## src/rtl/rf_sequencer.sv

```systemverilog
// Command sequencer for the RF register file: turns one host command into the
// cycle-by-cycle O1Sel/O2Sel/FunSel/RSel/TSel/i control pattern.
module rf_sequencer #(
   parameter int WIDTH = 8,
   parameter int CNT_W = 4
) (
   input  logic             clk,
   input  logic             rst_n,
   input  logic             cmd_valid,
   output logic             cmd_ready,
   input  logic [2:0]       cmd_op,
   input  logic [2:0]       cmd_dst,
   input  logic [2:0]       cmd_src,
   input  logic [WIDTH-1:0] cmd_imm,
   input  logic [CNT_W-1:0] cmd_cnt,
   output logic             done,
   output logic             err,
   output logic [2:0]       O1Sel,
   output logic [2:0]       O2Sel,
   output logic [1:0]       FunSel,
   output logic [3:0]       RSel,
   output logic [3:0]       TSel,
   output logic [WIDTH-1:0] i,
   input  logic [WIDTH-1:0] O1,
   input  logic [WIDTH-1:0] O2
);

   localparam logic [2:0] OP_CLR = 3'b000;
   localparam logic [2:0] OP_LDI = 3'b001;
   localparam logic [2:0] OP_INC = 3'b010;
   localparam logic [2:0] OP_DEC = 3'b011;
   localparam logic [2:0] OP_MOV = 3'b100;

   localparam logic [1:0] FN_CLR  = 2'b00;
   localparam logic [1:0] FN_LOAD = 2'b01;
   localparam logic [1:0] FN_DEC  = 2'b10;
   localparam logic [1:0] FN_INC  = 2'b11;

   localparam logic [CNT_W:0] L_FULL = {1'b1, {CNT_W{1'b0}}};
   localparam logic [CNT_W:0] L_ONE  = {{CNT_W{1'b0}}, 1'b1};

   typedef enum logic [1:0] {S_IDLE, S_READ, S_WRITE, S_DONE} state_t;

   state_t           r_state;
   logic [2:0]       r_op;
   logic [2:0]       r_dst;
   logic [CNT_W:0]   r_cnt;
   logic [WIDTH-1:0] r_hold;
   logic             r_ready;
   logic             r_done;
   logic             r_err;
   logic [2:0]       r_o1sel;
   logic [2:0]       r_o2sel;
   logic [1:0]       r_funsel;
   logic [3:0]       r_rsel;
   logic [3:0]       r_tsel;

   // O2 is a host-side monitor path only
   logic w_unused;
   assign w_unused = ^O2;

   function automatic logic [3:0] f_onehot(input logic [1:0] sel);
      return 4'b1000 >> sel;
   endfunction

   function automatic logic [1:0] f_fun(input logic [2:0] op);
      case (op)
         OP_LDI, OP_MOV: return FN_LOAD;
         OP_INC:         return FN_INC;
         OP_DEC:         return FN_DEC;
         default:        return FN_CLR;
      endcase
   endfunction

   always_ff @(posedge clk or negedge rst_n) begin
      if (!rst_n) begin
         r_state  <= S_IDLE;
         r_op     <= OP_CLR;
         r_dst    <= 3'b000;
         r_cnt    <= '0;
         r_hold   <= '0;
         r_ready  <= 1'b1;
         r_done   <= 1'b0;
         r_err    <= 1'b0;
         r_o1sel  <= 3'b000;
         r_o2sel  <= 3'b000;
         r_funsel <= FN_CLR;
         r_rsel   <= 4'b0000;
         r_tsel   <= 4'b0000;
      end else begin
         r_done <= 1'b0;
         r_err  <= 1'b0;
         case (r_state)
            S_IDLE: begin
               if (cmd_valid) begin
                  r_ready <= 1'b0;
                  r_op    <= cmd_op;
                  r_dst   <= cmd_dst;
                  r_o2sel <= cmd_dst;
                  r_cnt   <= (cmd_cnt == '0) ? L_FULL : {1'b0, cmd_cnt};
                  if (cmd_op == OP_MOV) begin
                     r_o1sel <= cmd_src;
                     r_state <= S_READ;
                  end else if (cmd_op > OP_MOV) begin
                     r_done  <= 1'b1;
                     r_err   <= 1'b1;
                     r_state <= S_DONE;
                  end else begin
                     // Outputs are registered, so the first write pattern is set up here
                     r_funsel <= f_fun(cmd_op);
                     if (cmd_dst[2]) r_rsel <= f_onehot(cmd_dst[1:0]);
                     else            r_tsel <= f_onehot(cmd_dst[1:0]);
                     r_hold  <= (cmd_op == OP_LDI) ? cmd_imm : '0;
                     r_state <= S_WRITE;
                  end
               end
            end
            S_READ: begin
               r_hold   <= O1;
               r_funsel <= FN_LOAD;
               if (r_dst[2]) r_rsel <= f_onehot(r_dst[1:0]);
               else          r_tsel <= f_onehot(r_dst[1:0]);
               r_state  <= S_WRITE;
            end
            S_WRITE: begin
               if ((r_op == OP_INC || r_op == OP_DEC) && r_cnt != L_ONE) begin
                  r_cnt <= r_cnt - L_ONE;
               end else begin
                  r_rsel   <= 4'b0000;
                  r_tsel   <= 4'b0000;
                  r_funsel <= FN_CLR;
                  r_hold   <= '0;
                  r_done   <= 1'b1;
                  r_state  <= S_DONE;
               end
            end
            default: begin
               r_ready <= 1'b1;
               r_state <= S_IDLE;
            end
         endcase
      end
   end

   assign cmd_ready = r_ready;
   assign done      = r_done;
   assign err       = r_err;
   assign O1Sel     = r_o1sel;
   assign O2Sel     = r_o2sel;
   assign FunSel    = r_funsel;
   assign RSel      = r_rsel;
   assign TSel      = r_tsel;
   assign i         = r_hold;

endmodule

```

## config.mk

```make
export PLATFORM = sky130hd
export DESIGN_NAME = rf_sequencer
export DESIGN_NICKNAME = d
export VERILOG_FILES = /design/src/rtl/rf_sequencer.sv
export SDC_FILE = /design/constraint.sdc
export NUM_CORES = 1
export LEC_CHECK = 0
export CELL_PAD_IN_SITES_DETAIL_PLACEMENT = 1
export CELL_PAD_IN_SITES_GLOBAL_PLACEMENT = 1
export CORE_ASPECT_RATIO = 1.5
export CORE_MARGIN = 2
export CORE_UTILIZATION = 34
export DETAILED_ROUTE_END_ITERATION = 10
export PLACE_DENSITY = 0.8
export REMOVE_ABC_BUFFERS = 1
export SYNTH_ARGS = -nofsm -noshare
export SYNTH_HDL_FRONTEND = slang
export SYNTH_SLANG_ARGS = --single-unit
```

## constraint.sdc

```tcl
create_clock -name clk -period 2.6 [get_ports clk]
set_input_delay 0.52 -clock clk [delete_from_list [all_inputs] [get_ports clk]]
set_output_delay 0.52 -clock clk [all_outputs]
set_load 0.01 [all_outputs]
```

# Yosys cells after proc, flatten, opt, wreduce, memory -nomap -nowiden
# Cells that the tools add are included.
[totals] output_inout_bits=27 in_bits=40 elab_cells=93 regBits=37
[classes] addsub=1 bitwise=1 muxes=42 magnitude_cmp=1 n_reduce_logical=16 shift=2 eq_ne=18
[op_table] op="$mux W4" n=11
[op_table] op="$mux W8" n=5
[op_table] op="$pmux W4 S3" n=2
[op_table] op="$pmux W8 S3" n=1
[op_table] op="$ne A2 B2 Y1 const B" n=9
[op_table] op="$pmux W2 S3" n=3
[op_table] op="$mux W5" n=3
[op_table] op="$mux W2" n=7
[op_table] op="$reduce_and A7 Y1" n=2
[op_table] op="$eq A3 B2 Y1 const B" n=4
[op_table] op="$pmux W5 S2" n=1
[op_table] op="$shr A4 B2 Y4 const A" n=2
[op_table] op="$mux W1" n=7
[op_table] op="$reduce_and A2 Y1" n=3
[op_table] op="$reduce_and A3 Y1" n=2
[op_table] op="$ne A5 B1 Y1 const B" n=1
[op_table] op="$reduce_and A5 Y1" n=1
[op_table] op="$sub A5 B1 Y5 const B" n=1
[op_table] op="$logic_not A4 Y1" n=1
[op_table] op="$pmux W1 S2" n=2
[op_table] op="$reduce_or A2 Y1" n=2
[op_table] op="$eq A3 B1 Y1 const B" n=1
[op_table] op="$eq A3 B3 Y1 const B" n=1
[op_table] op="$gt A3 B3 Y1 const B" n=1
[op_table] op="other kinds (8)" n=8

# Depth between registers and ports, before layout
# Gate-level depths: netlist (run 1).
[logic_depth] word_depth=7 ltp_mapped=7

# Worst setup path before layout (run 1)
# Ideal clock, no wire load.
[synth_timing] path_kind="reg-to-reg" from="register r_state[0]" to="register r_tsel[0], in the netlist TSel[0]" arrival_ps=1838 setup_time_ps=125 n_path_buf=1 required_time_ps=2475 path_stages_with_launch=7 period_less_slack_ps=1963 path_slack_ps=637 path_cell_list="dfrtp_1 > inv_1 > ha_1 > buf_4 > o211ai_1 > nand3b_1 > mux2_2"
[synth_between] elab_chain_cells=3 elab_cells_between_ends=12 classes_between="eq/ne (8); mux (1); reduce/logical (3)"
[synth_lines] item="from (decl)" line_no="44" rtl="state_t r_state;"
[synth_lines] item="from (signal assigned)" line_no="77" rtl="r_state <= S_IDLE;"
[synth_lines] item="from (signal assigned)" line_no="103" rtl="r_state <= S_READ;"
[synth_lines] item="from (signal assigned)" line_no="107" rtl="r_state <= S_DONE;"
[synth_lines] item="$eq A2 B2 Y1 (tied with other cells)" line_no="93" rtl="case (r_state)"
[synth_lines] item="$ne A2 B2 Y1 (no source line) or $reduce_bool A3 Y1 (tied branches)"
[synth_lines] item="$reduce_and A7 Y1 (no source line)"
[synth_lines] item="to (signal assigned)" line_no="112" rtl="else r_tsel <= f_onehot(cmd_dst[1:0]);"
[synth_lines] item="to (signal assigned)" line_no="122" rtl="else r_tsel <= f_onehot(r_dst[1:0]);"
[synth_lines] item="to (decl)" line_no="56" rtl="logic [3:0] r_tsel;"
# Several ways; a longest one is shown, not always the timed one.
# A chain may end at the register's enable or synchronous reset.

# Worst setup path in the final report (run 1)
[layout_timing] from="register r_state[1]" to="register r_tsel[1], in the netlist TSel[1]"
# Same word-level chain as after synthesis.

==> qor.yml, run 1 <==
finalMaxSlewViolations: 0
wl_per_cell_um: 16.4
placed_area_um2: 2600
synth_edf_count: 0
worst_slew_pin_slew_ns: 0.731
dieArea_um2: 6350
r2r-start: "r_state[1]"
hpwl_um: 3840
synth-seq-area-share_pct: 46.4
final_cell_mix: "clkdlybuf4s50_1, dfrtp_1, mux2_2, nand2_1"
grt_max_degree: 37
grt_use_total_pct: 17.7
maxCapViolCount: 0
p_per_area_nw_per_um2: 1160
fin_hold_ws_ns: 0.494
vias: 1557
n_antenna_cell: 0
firstDrtPassIters: 4
netlist_top_cells_area: "dfrtp_1, mux2_2, ha_1"
io_pins: 67
crit_arrival_ns: 2.42
grt_remaining_overflow: 0
vdd_drop_max_v: 0.000485
critical_path_class: "reg -> reg"
drt_iter0_markers: 36
dieHeight_um: 96.6
worstReg2RegEnd: "TSel[1]"
hold_end: "r_op[2]"
maxSlewHeadroom_pct: 51.2
r2r_cells: 6
port_buffers: 58
gp_congestion: 0.756
drt-total-wl_um: 4990
cts_setup_buffers: 0
min_path_type: "reg -> reg"
finClkSkew_ns: 0.00733
critPathMaxFanout: 11
layout_commonest_cell: "clkdlybuf4s50_1"
area_growth_pct: 38.0
period_needed_ns: 2.25
holdBufCountCts: 0
r2r_slack_ns: 0.35
ctsResizeCount: 0
die_w_um: 65.7
synth_top_area_cell: "dfrtp_1"
syn-cell-area_um2: 1940
clkPwrFrac_pct: 12.4
yosysWarningCount: 0
tritoncts: "built"
ant_nets: 0
max_freq_mhz: 445
async_reset_ff_share_pct: 100
total_power_w: 0.00312
drc: 0
synth_top_area_share_pct: 45.1
rsz0062_at_grt: "no"
p_comb_share_pct: 56.4
p_int_w: 0.00191
cts-root-buf: "clkbuf_8"
num-nets-final: 280
status: "finished, final reports clean"
antenna_found_initial: 0
setup_viol: 0
clk_path_buf_depth: 2
timing.final.crit_share_pct: 86.4
final_cells: 305
layout-drive-gt1-share_pct: 17.4
p_leak_nw: 1.17
tns_ns: 0
grt_pass1_wl_um: 8360
critPathRequiredTime_ns: 2.78
htree_levels: 2
clkTransAtPathRegs_ns: 0.07
synth_seq_cells: 36
syn_inst: 172
cts.sink_count: 36
row_count: 33
cp-end-kind: "register"
core_um2: 5490
p_sw_share_pct: 38.7
min_from: "r_op[2]"
start_util_pct: 35.4
clk_latency_ns: 0.29
share_seq_of_total_power_pct: 31.2
ys.flop_type: "dfrtp_1"
switchingPower_w: 0.00121
syn_avg_cell_area_um2: 11.3
grt_pass1_vias: 1692
stdcell_area_um2: 2680
whs_path_depth: 2
hold_viol_final: 0
cts_made_buffers: 5
dp_cells: 297
worst_setup_path_start_kind: "register"
yosysUniqueCellTypes: 46
via_per_inst: 5.10
-- worst max path at each step --
stage / from / endpoint
final: r_state[1] / TSel[1]
after detailed placement: cmd_valid / i[3]
after CTS: r_state[1] / TSel[0]
after global placement: cmd_valid / i[3]
after floorplan: r_state[0] / TSel[0]
after global routing: r_state[1] / TSel[0]
-- cell families (layout without fill, tap and decap cells) --
| logic type | after synthesis | after routing | synth area share, % |
|---|---|---|---|
| xor+xnor | 1 | 1 | 0.451 |
| simple gates | 45 | 45 | 14.2 |
| flops | 36 | 36 | 46.4 |
| mux | 29 | 29 | 17.3 |
| buf+inv | 16 | 79 | 3.80 |
| fa+ha+maj | 6 | 6 | 3.86 |
| compound gates | 39 | 39 | 14.0 |
-- final cells by class --
cell class / count / area, um^2
inverter: 9 / 33.8
timing repair buffer: 62 / 611
fill: 589 / 2810
sequential: 36 / 902
multi-input combinational: 120 / 967
clock buffer: 8 / 80.1
tap: 70 / 87.6
-- per-layer routing --
layer	up-vias	global-route usage [%]	wire (um)
met2	24	32.8	2820
met5	-	0	0
li1	744	-	-
met3	8	3.24	138
met1	781	19.3	1920
met4	0	7.81	115
-- stage by stage --
| step | worst slack (ns) | utilization [%] |
|---|---|---|
| 2_1_floorplan | 0.562 | - |
| 3_3_place_gp | 0.206 | 47.4 |
| 3_5_place_dp | 0.193 | 47.4 |
| 4_1_cts | 0.341 | 48.8 |
| 5_1_grt | 0.195 | 48.8 |
| 6_report | 0.353 | 48.8 |
-- power groups by stage --
| stage | combinational [W] | clock, W | sequential, W |
|---|---|---|---|
| global placement | 0.00174 | 0 | 0.000966 |
| CTS | 0.00179 | 0.000404 | 0.000973 |
| finish | 0.00176 | 0.000386 | 0.000972 |
| global route | 0.00193 | 0.000434 | 0.00101 |
| floorplan | 0.00105 | 0 | 0.00102 |
| detailed placement | 0.00178 | 0 | 0.000982 |
-- worst max-delay path: stages (launching register included) --
cell and delay [ns]:
dfrtp_1 0.40, inv_1 0.13, ha_1 0.38, or2b_1 0.31, o211ai_1 0.25, nand3b_1 0.30, mux2_2 0.36
-- sequential cells by signal (all words and copies together) (netlist names) --
signal     cells
i              8
r_cnt          5
RSel           4
TSel           4
O1Sel          3
O2Sel          3
FunSel         2
r_op           2
r_state        2
cmd_ready      1
done           1
err            1
-- Yosys cell counts (all sizes together), types with 2 or more instances --
library cell	instances
o21ai	9
buf	6
o22ai	2
nand2b	2
nor3b	2
nor2	9
mux2i	4
nand2	12
or3	2
a21oi	9
inv	9
a22o	8
dfrtp	35
mux2	25
nor3	2
a31oi	3
ha	6
nor4b	3
nand3	5
and2	2
No activity file was read; power rests on OpenSTA's default activity.
==> inputs of run 2 (changes only) <==
Settings changed: SLEW_MARGIN from default to 15.
==> results of run 2 <==
The final DEF is identical to that of run 1; final timing and power are the same.
